`config.mk`:
```
export PLATFORM = sky130hd
export DESIGN_NAME = nvm_read_arbiter
export DESIGN_NICKNAME = d
export VERILOG_FILES = /design/src/rtl/nvm_pkg.sv /design/src/rtl/nvm_rr_arbiter.sv /design/src/rtl/nvm_read_arbiter.sv
export SDC_FILE = /design/constraint.sdc
export NUM_CORES = 1
export LEC_CHECK = 0
export ABC_AREA = 1
export BUFFER_PORTS_ARGS = -buffer_cell sky130_fd_sc_hd__buf_4
export CORE_ASPECT_RATIO = 0.5
export CORE_MARGIN = 8
export CORE_UTILIZATION = 57
export DETAILED_ROUTE_END_ITERATION = 16
export PLACE_DENSITY = 0.85
export SYNTH_ARGS = -nofsm -noshare
export SYNTH_HDL_FRONTEND = slang
export SYNTH_SLANG_ARGS = --single-unit
```
`constraint.sdc`:
```
create_clock -name clk -period 6.8 [get_ports clk]
set_input_delay 0.68 -clock clk [delete_from_list [all_inputs] [get_ports clk]]
set_output_delay 0.68 -clock clk [all_outputs]
set_load 0.02 [all_outputs]
```
`src/rtl/nvm_pkg.sv`:
```
// Shared types and widths for the NVM read arbiter slice.
package nvm_pkg;

  localparam int unsigned NVM_ADDR_W = 5;
  localparam int unsigned NVM_DATA_W = 8;

  typedef enum logic [1:0] {
    IDLE  = 2'd0,
    LOAD  = 2'd1,
    SHIFT = 2'd2,
    GAP   = 2'd3
  } state_t;

endpackage

```
`src/rtl/nvm_rr_arbiter.sv`:
```
// Combinational winner select: round-robin from ptr, or lowest index when
// NVM_ARB_FIXED_PRIO_EN is defined (the ptr port is then absent).
module nvm_rr_arbiter #(
  parameter int unsigned NUM_REQ = 4,
  parameter int unsigned PTR_W   = $clog2(NUM_REQ)
) (
  input  logic [NUM_REQ-1:0] req,
`ifndef NVM_ARB_FIXED_PRIO_EN
  input  logic [PTR_W-1:0]   ptr,
`endif
  output logic [NUM_REQ-1:0] winner_oh,
  output logic [PTR_W-1:0]   winner
);

  logic found;

`ifdef NVM_ARB_FIXED_PRIO_EN
  always_comb begin
    winner_oh = '0;
    winner    = '0;
    found     = 1'b0;
    for (int unsigned i = 0; i < NUM_REQ; i++) begin
      if (!found && req[PTR_W'(i)]) begin
        found     = 1'b1;
        winner    = PTR_W'(i);
        winner_oh = NUM_REQ'(1) << i;
      end
    end
  end
`else
  int unsigned idx;

  // Scan starts at ptr and wraps, so the last winner is visited last.
  always_comb begin
    winner_oh = '0;
    winner    = '0;
    found     = 1'b0;
    idx       = 0;
    for (int unsigned k = 0; k < NUM_REQ; k++) begin
      idx = (32'(ptr) + k) % NUM_REQ;
      if (!found && req[PTR_W'(idx)]) begin
        found     = 1'b1;
        winner    = PTR_W'(idx);
        winner_oh = NUM_REQ'(1) << idx;
      end
    end
  end
`endif

endmodule

```
`src/rtl/nvm_read_arbiter.sv`:
```
// Shares one serial NVM reader between NUM_REQ burst requesters.
// Build option: NVM_ARB_FIXED_PRIO_EN selects fixed lowest-index priority.
module nvm_read_arbiter
  import nvm_pkg::*;
#(
  parameter int unsigned NUM_REQ = 4,
  parameter int unsigned ADDR_W  = NVM_ADDR_W,
  parameter int unsigned DATA_W  = NVM_DATA_W,
  parameter int unsigned LEN_W   = 4
) (
  input  logic                      clk,
  input  logic                      clr,
  input  logic [NUM_REQ-1:0]        req,
  input  logic [NUM_REQ*ADDR_W-1:0] req_addr,
  input  logic [NUM_REQ*LEN_W-1:0]  req_len,
  output logic [NUM_REQ-1:0]        gnt,
  output logic [DATA_W-1:0]         rd_data,
  output logic [NUM_REQ-1:0]        rd_valid,
  output logic                      rd_last,
  output logic                      nvm_read,
  output logic [ADDR_W-1:0]         nvm_addr,
  input  logic                      nvm_sdata
);

  localparam int unsigned PTR_W = $clog2(NUM_REQ);
  localparam int unsigned CNT_W = $clog2(DATA_W);

  state_t              state;
  logic [ADDR_W-1:0]   cur_addr;
  logic [LEN_W-1:0]    len_cnt;
  logic [CNT_W-1:0]    bit_cnt;
  logic [DATA_W-2:0]   sreg;
  logic [NUM_REQ-1:0]  win_oh;
  logic [PTR_W-1:0]    win;

`ifdef NVM_ARB_FIXED_PRIO_EN
  nvm_rr_arbiter #(.NUM_REQ(NUM_REQ), .PTR_W(PTR_W)) u_arb (
    .req       (req),
    .winner_oh (win_oh),
    .winner    (win)
  );
`else
  logic [PTR_W-1:0] ptr;

  nvm_rr_arbiter #(.NUM_REQ(NUM_REQ), .PTR_W(PTR_W)) u_arb (
    .req       (req),
    .ptr       (ptr),
    .winner_oh (win_oh),
    .winner    (win)
  );
`endif

  always_ff @(posedge clk) begin
    if (clr) begin
      state    <= IDLE;
`ifndef NVM_ARB_FIXED_PRIO_EN
      ptr      <= '0;
`endif
      gnt      <= '0;
      rd_data  <= '0;
      rd_valid <= '0;
      rd_last  <= 1'b0;
      nvm_read <= 1'b0;
      nvm_addr <= '0;
      cur_addr <= '0;
      len_cnt  <= '0;
      bit_cnt  <= '0;
      sreg     <= '0;
    end else begin
      rd_valid <= '0;
      rd_last  <= 1'b0;
      case (state)
        IDLE: begin
          if (|req) begin
            gnt      <= win_oh;
            cur_addr <= req_addr[win*ADDR_W +: ADDR_W];
            len_cnt  <= req_len[win*LEN_W +: LEN_W];
`ifndef NVM_ARB_FIXED_PRIO_EN
            ptr      <= (win == PTR_W'(NUM_REQ-1)) ? '0 : win + 1'b1;
`endif
            state    <= LOAD;
          end
        end
        LOAD: begin
          nvm_read <= 1'b1;
          nvm_addr <= cur_addr;
          bit_cnt  <= '0;
          state    <= SHIFT;
        end
        SHIFT: begin
          sreg    <= {sreg[DATA_W-3:0], nvm_sdata};
          bit_cnt <= bit_cnt + 1'b1;
          // Advance one bit early so the reader's end-of-byte reload fetches the next address.
          if (bit_cnt == CNT_W'(DATA_W-2) && len_cnt != '0)
            nvm_addr <= nvm_addr + 1'b1;
          if (bit_cnt == CNT_W'(DATA_W-1)) begin
            rd_data  <= {sreg, nvm_sdata};
            rd_valid <= gnt;
            rd_last  <= (len_cnt == '0);
            bit_cnt  <= '0;
            if (len_cnt != '0) begin
              len_cnt <= len_cnt - 1'b1;
            end else begin
              nvm_read <= 1'b0;
              state    <= GAP;
            end
          end
        end
        GAP: begin
          gnt   <= '0;
          state <= IDLE;
        end
        default: state <= IDLE;
      endcase
    end
  end

endmodule

```
Word level (Yosys, flattened, before mapping)
Cells that the tools add are included.

operators by class
  order comparisons = 4
  add/subtract/negate cells = 7
  eq/ne operators = 11
  multiplexer cells = 37
  bitwise gates (word level) = 2
  shifts and indexed selects = 6
  reductions and logical operators = 22
  multipliers = 1

operators with widths
  kind                                                         count
  2-to-1 mux 4 bit                                             8
  variable part select 20 x 6 -> 5 bit                         1
  2-to-1 mux 2 bit                                             8
  case mux 4 bit (2 select lines)                              2
  variable part select 16 x 5 -> 4 bit                         1
  << shifter 1 x 2 -> 4 bit (first input constant)             4
  less-than comparator 2 x 3 -> 1 bit (second input constant)  4
  != test 2 bit (second input constant)                        5
  case mux 5 bit (2 select lines)                              1
  2-to-1 mux 1 bit                                             9
  binary-select mux 1 bit (select 2 bit)                       4
  case mux 2 bit (4 select lines)                              1
  AND reduction 2 bit                                          4
  == test 2 bit (second input constant)                        3
  == test 3 bit (second input constant)                        2
  case mux 3 bit (2 select lines)                              1
  AND reduction 3 bit                                          2
  nonzero test 2 bit                                           3
  adder 5 x 1 -> 5 bit (second input constant)                 1
  multiplier 2 x 3 -> 5 bit (second input constant)            1
  2-to-1 mux 5 bit                                             1
  adder 2 x 1 -> 2 bit (second input constant)                 2
  adder 2 bit (second input constant)                          2
  logical AND 1 bit                                            4
  other kinds (13)                                             16

word-level totals
  bits of input ports = 43
  bits in registers = 46
  output and inout port bits = 23

Longest topological paths before layout
  word-level depth = 15
  mapped depth = 17
  depth with buffers taken out = 17

Cells and area by module
From an unflattened synthesis, not the netlist that was laid out.

second synthesis, totals
  cell total of the unflattened synthesis = 405
  area total of the unflattened synthesis = 2,727.6 um^2

by module, submodules not included
  module            cells an instance  area an instance (um^2)  instances  sequential area each (um^2)
  nvm_read_arbiter  324                2,224.6                  1          920.9
  nvm_rr_arbiter    81                 503.0                    1          0.0

Worst setup path before layout
No wires, ideal clock.

  path type = reg-to-reg
  from = reg ptr[0]
  to = reg cur_addr[2]
  path buffers = 1
  required time = 6.691 ns
  slack = 4.500 ns
  arrival = 2.191 ns
  cell stages (with the launch flop) = 17
  clock period less this slack = 2.300 ns
  cell sequence = dfxtp_1 > inv_2 > ha_1 > inv_1 > nand3_1 > nand2_2 > inv_2 > nor2_4 > nand2_1 > nand2_2 > nand2_2 > buf_6 > or2_0 > o211ai_1 > nand3_1 > nand2_1 > inv_1

on the way
  cells in the longest elaborated chain, start to end = 14

ends and longest elaborated chain
  what                                                                           line                    RTL
  start, declared                                                                nvm_read_arbiter.sv:43  logic [PTR_W-1:0] ptr;
  start signal, assigned                                                         nvm_read_arbiter.sv:79  ptr <= (win == PTR_W'(NUM_REQ-1)) ? '0 : win + 1'b1;
  parallel branches: the longest is 11 deep, another holds adder 2 x 1 -> 2 bit  n/a
  2-to-1 mux 2 bit (*)                                                           nvm_rr_arbiter.sv:41    if (!found && req[PTR_W'(idx)]) begin
  multiplier 2 x 3 -> 5 bit (*)                                                  nvm_read_arbiter.sv:76  cur_addr <= req_addr[win*ADDR_W +: ADDR_W];
  variable part select 20 x 6 -> 5 bit (*)                                       nvm_read_arbiter.sv:76
  end signal, assigned                                                           nvm_read_arbiter.sv:76
  end, declared                                                                  nvm_read_arbiter.sv:29  logic [ADDR_W-1:0] cur_addr;

Every way passes the cells marked *. The select of a mux whose other input is x is not followed.
A chain may end at the register's enable or synchronous reset.

Worst setup path in the final report
Ends and elaborated chain as after synthesis.

==> qor.csv <==
stage;metric;value;unit
clocking;CTS Buf Count;5;
floorplan;Rows;17;
floorplan;I/O pins;66;
placed_design;DP Area;3150;µm²
finish;Reg area;921;µm²
global_route;vias in the first global route;2508;
logic_synthesis;mux cell area share after synthesis;0;%
route;wire length per cell after detailed routing;14.2;µm
floorplan;Horiz. Die Dim;113;µm
logic_synthesis;Synth area leaders;dfxtp_1 (35%), nand2_1 (13%), ha_1 (7.5%), o21ai_0 (6.6%), nor2_1 (6.1%);
worst_hold_path;Hold/Removal Path Class;reg -> reg;
floorplan;CORE AREA;4450;µm²
route;Routed Antenna Nets;0;
worst_setup_path;R2R cell count;17;
clocking;Resize count post-CTS;0;
worst_setup_path;Worst R2R Setup Slack;3.82;ns
sta;min Tclk post-route;2.98;ns
worst_setup_path;critical path class;reg -> reg;
worst_setup_path;Crit-path slowest cell;dfxtp_1;
route;final WL;7140;µm
worst_setup_path;CP Capture Type;flip-flop;
logic_synthesis;post-synthesis register bit count;46;
logic_synthesis;Post-Syn Area;2660;µm²
clocking;H-tree level count;2;
pwr;Leakage;1.56;nW
placed_design;port buffer count;65;
clocking;clock-pin transition on the worst setup and hold timing paths;0.08;ns
floorplan;Die Area;7250;µm²
sta;final hold vios;0;
logic_synthesis;main combinational cell family by area after synthesis;simple AND/OR/NAND/NOR gates;
clocking;CTS max path bufs;2;
floorplan;Starting Density;59.9;%
finish;fin cells;504;
logic_synthesis;syn_nets;446;
worst_setup_path;Max stage delay on crit path;0.57;ns
route;routed vias;2733;
worst_setup_path;crit path launch type;flip-flop;
finish;footprint of the multi-input gates;1510;µm²
clocking;clk sinks;46;
sta;final worst path period share;43.8;%
finish;Inserted Diodes;0;
logic_synthesis;Synth top area share;34.6;%
route;vias per cell;5.42;
global_route;grt ovf;0;
finish;most frequent cells in the layout;nand2_1 (89), buf_4 (65), dfxtp_1 (46);
finish;Area Overhead vs Synth;22.4;%
logic_synthesis;area leader, netlist;dfxtp_1;
clocking;# hold bufs at CTS;0;
pwr;Peak VDD IR;0.322;mV
logic_synthesis;Synth Area in Adders;7.52;%
worst_setup_path;crit path max fanout;21;
sta;Final setup viols;0;
logic_synthesis;post-synthesis compound-gate area fraction;18.5;%
clocking;root buffer cell;clkbuf_8;
logic_synthesis;Post-synth EDFFs;0;
clocking;later-pin clock latency in the skew report;0.30;ns
worst_setup_path;CP Data Arrival Time;3.18;ns
global_route;global-route wire length before repair;11800;µm
sta;max-slew violation count;0;
logic_synthesis;syn_area_per_cell;6.88;µm²
global_route;initial antenna violation count;0;
route;drt first pass iters;5;
finish;Design Area, Final;3260;µm²
sta;Tightest Pin Transition;0.787;ns
logic_synthesis;Post-synth ARST share;0;%
worst_setup_path;Critical R2R Capture;cur_addr[2];
sta;Setup TNS;0;ns
placed_design;routability cong.;0.930;
logic_synthesis;Main synth FF type;dfxtp_1;
run;Max-Cap Viols;0;
worst_setup_path;worst r2r src;ptr[0];
finish;NumNets Final;505;
sta;Rel. slew slack;47.4;%
sta;RSZ-0062 raised after global routing;no;
finish;number of fill cells;374;
logic_synthesis;Synthesis Warnings;0;
clocking;CTS tree;yes;
logic_synthesis;post-synthesis sequential area ratio;34.6;%
placed_design;Post-DP HPWL;5450;µm
global_route;pin count of the biggest net entering global routing;26;
route;Residual DRC;0;
sta;Max Clock Freq;336;MHz
finish;leading cell type in the layout, fill and taps excluded;nand2_1;
run_status;status;completed;
logic_synthesis;simple-gate area share of the yosys netlist;30.4;%
route;DRT iter0 DRCs;170;
sta;Worst Clk Skew;0.00789;ns
logic_synthesis;Synth cell types;34;
global_route;Total GRT Usage;19.6;%
worst_setup_path;last element of the critical path;cur_addr[2];
worst_setup_path;Critical Path RT;7.00;ns
pwr;pwr/cell area;458;nW/µm²
placed_design;placed cells;496;
worst_setup_path;Setup crit start;ptr[0];
logic_synthesis;xor and xnor area share after synthesis;0.329;%
logic_synthesis;cells after synthesis;387;
clocking;post-CTS setup buffer count;0;
finish;layout cell share with drive strength beyond 1;20.8;%
floorplan;die height;64.3;µm
worst_setup_path;worst-path cell chain;inv_2, ha_1, inv_1, nand3_1, nand2_2, nor2_2, nand2_1, nand2_1, nand2_2, nand2_2, inv_2, nor2_1, nor2_1, o21ai_0, nand3_1, nand2_1, inv_1;
layout make-up:
type,instances,share of cell area (%)
Multi-Input combinational cell,286,46.4
Sequential cell,46,28.2
Timing Repair Buffer,65,15.0
Inverter,42,4.83
Clock buffer,6,2.23
Tap cell,57,2.19
Clock inverter,2,1.15
registers in the layout (all words and copies together) (netlist names):
signal and flops:
bit_cnt 3, len_cnt 4, state 2, rd_last 1
nvm_read 1, ptr 2, cur_addr 5, rd_data 8
rd_valid 4, sreg 7, gnt 4, nvm_addr 5
synthesized netlist by cell type (2+ instances only):
master	count
nor2_2	2
inv_1	38
buf_2	4
inv_2	4
nand2_1	89
or2_0	4
clkbuf_1	6
a211oi_1	2
o211ai_1	8
nor2_1	43
a21oi_1	28
nor3_1	2
a22oi_1	4
a31oi_1	3
buf_6	2
dfxtp_1	46
nand3_2	4
nand2_2	5
nand3_1	28
a221oi_1	2
ha_1	16
o21ai_0	35
worst min-delay path by stage:
stage / startpoint / endpoint / slack, ns / cells after the start
after floorplan: sreg[0] / sreg[0] / 0.44 / 2
after global placement: gnt[3] / rd_valid[3] / 0.44 / 2
after detailed placement: gnt[2] / rd_valid[2] / 0.44 / 2
after CTS: gnt[2] / rd_valid[2] / 0.45 / 2
after global routing: gnt[1] / rd_valid[1] / 0.47 / 2
final: gnt[0] / rd_valid[0] / 0.46 / 2
kinds of logic (layout without fill, tap and decap cells):
group                      count (synthesis)  count (layout)
buffers and inverters                     55             115
AOI/OAI and AO/OA                         85              85
adders and majority gates                 16              16
and+or+nand+nor                          184             184
xor gates and xnor gates                   1               1
DFF                                       46              46
critical path, delay by kind of cell, from the launching register on:
family | cells | cell delay, ns
AOI/OAI and AO/OA | 1 | 0.12
adders and majority gates | 1 | 0.41
buffers and inverters | 4 | 0.49
DFF | 1 | 0.57
and+or+nand+nor | 11 | 1.28
report_power, final:
| part | total, mW | internal [mW] | switching, mW | leakage, nW |
|---|---|---|---|---|
| Clock | 0.201 | 0.110 | 0.0910 | 0.0514 |
| Combinational | 0.890 | 0.302 | 0.588 | 1.14 |
| Sequential | 0.404 | 0.342 | 0.0617 | 0.376 |
stage by stage:
stage               total power [mW]  hold slack (ns)  utilization (%)  setup slack [ns]
finish                          1.49            0.457             73.3              3.82
detailed placement              1.27            0.440             70.9              3.95
CTS                             1.48            0.453             73.3              3.83
global route                    1.62            0.473             73.3              3.47
floorplan                       1.10            0.440                -              4.50
global placement                1.24            0.435             70.9              4.09
routing by layer:
metal  GRT usage [%]  share of wire (%)  routed length, µm
met2            34.5                 49               3480
met4            6.32                1.3                 91
met1            23.5                 44               3150
met5               0                  0                  0
met3            4.12                5.9                418
Note: power is estimated with default switching activity, not from simulation.
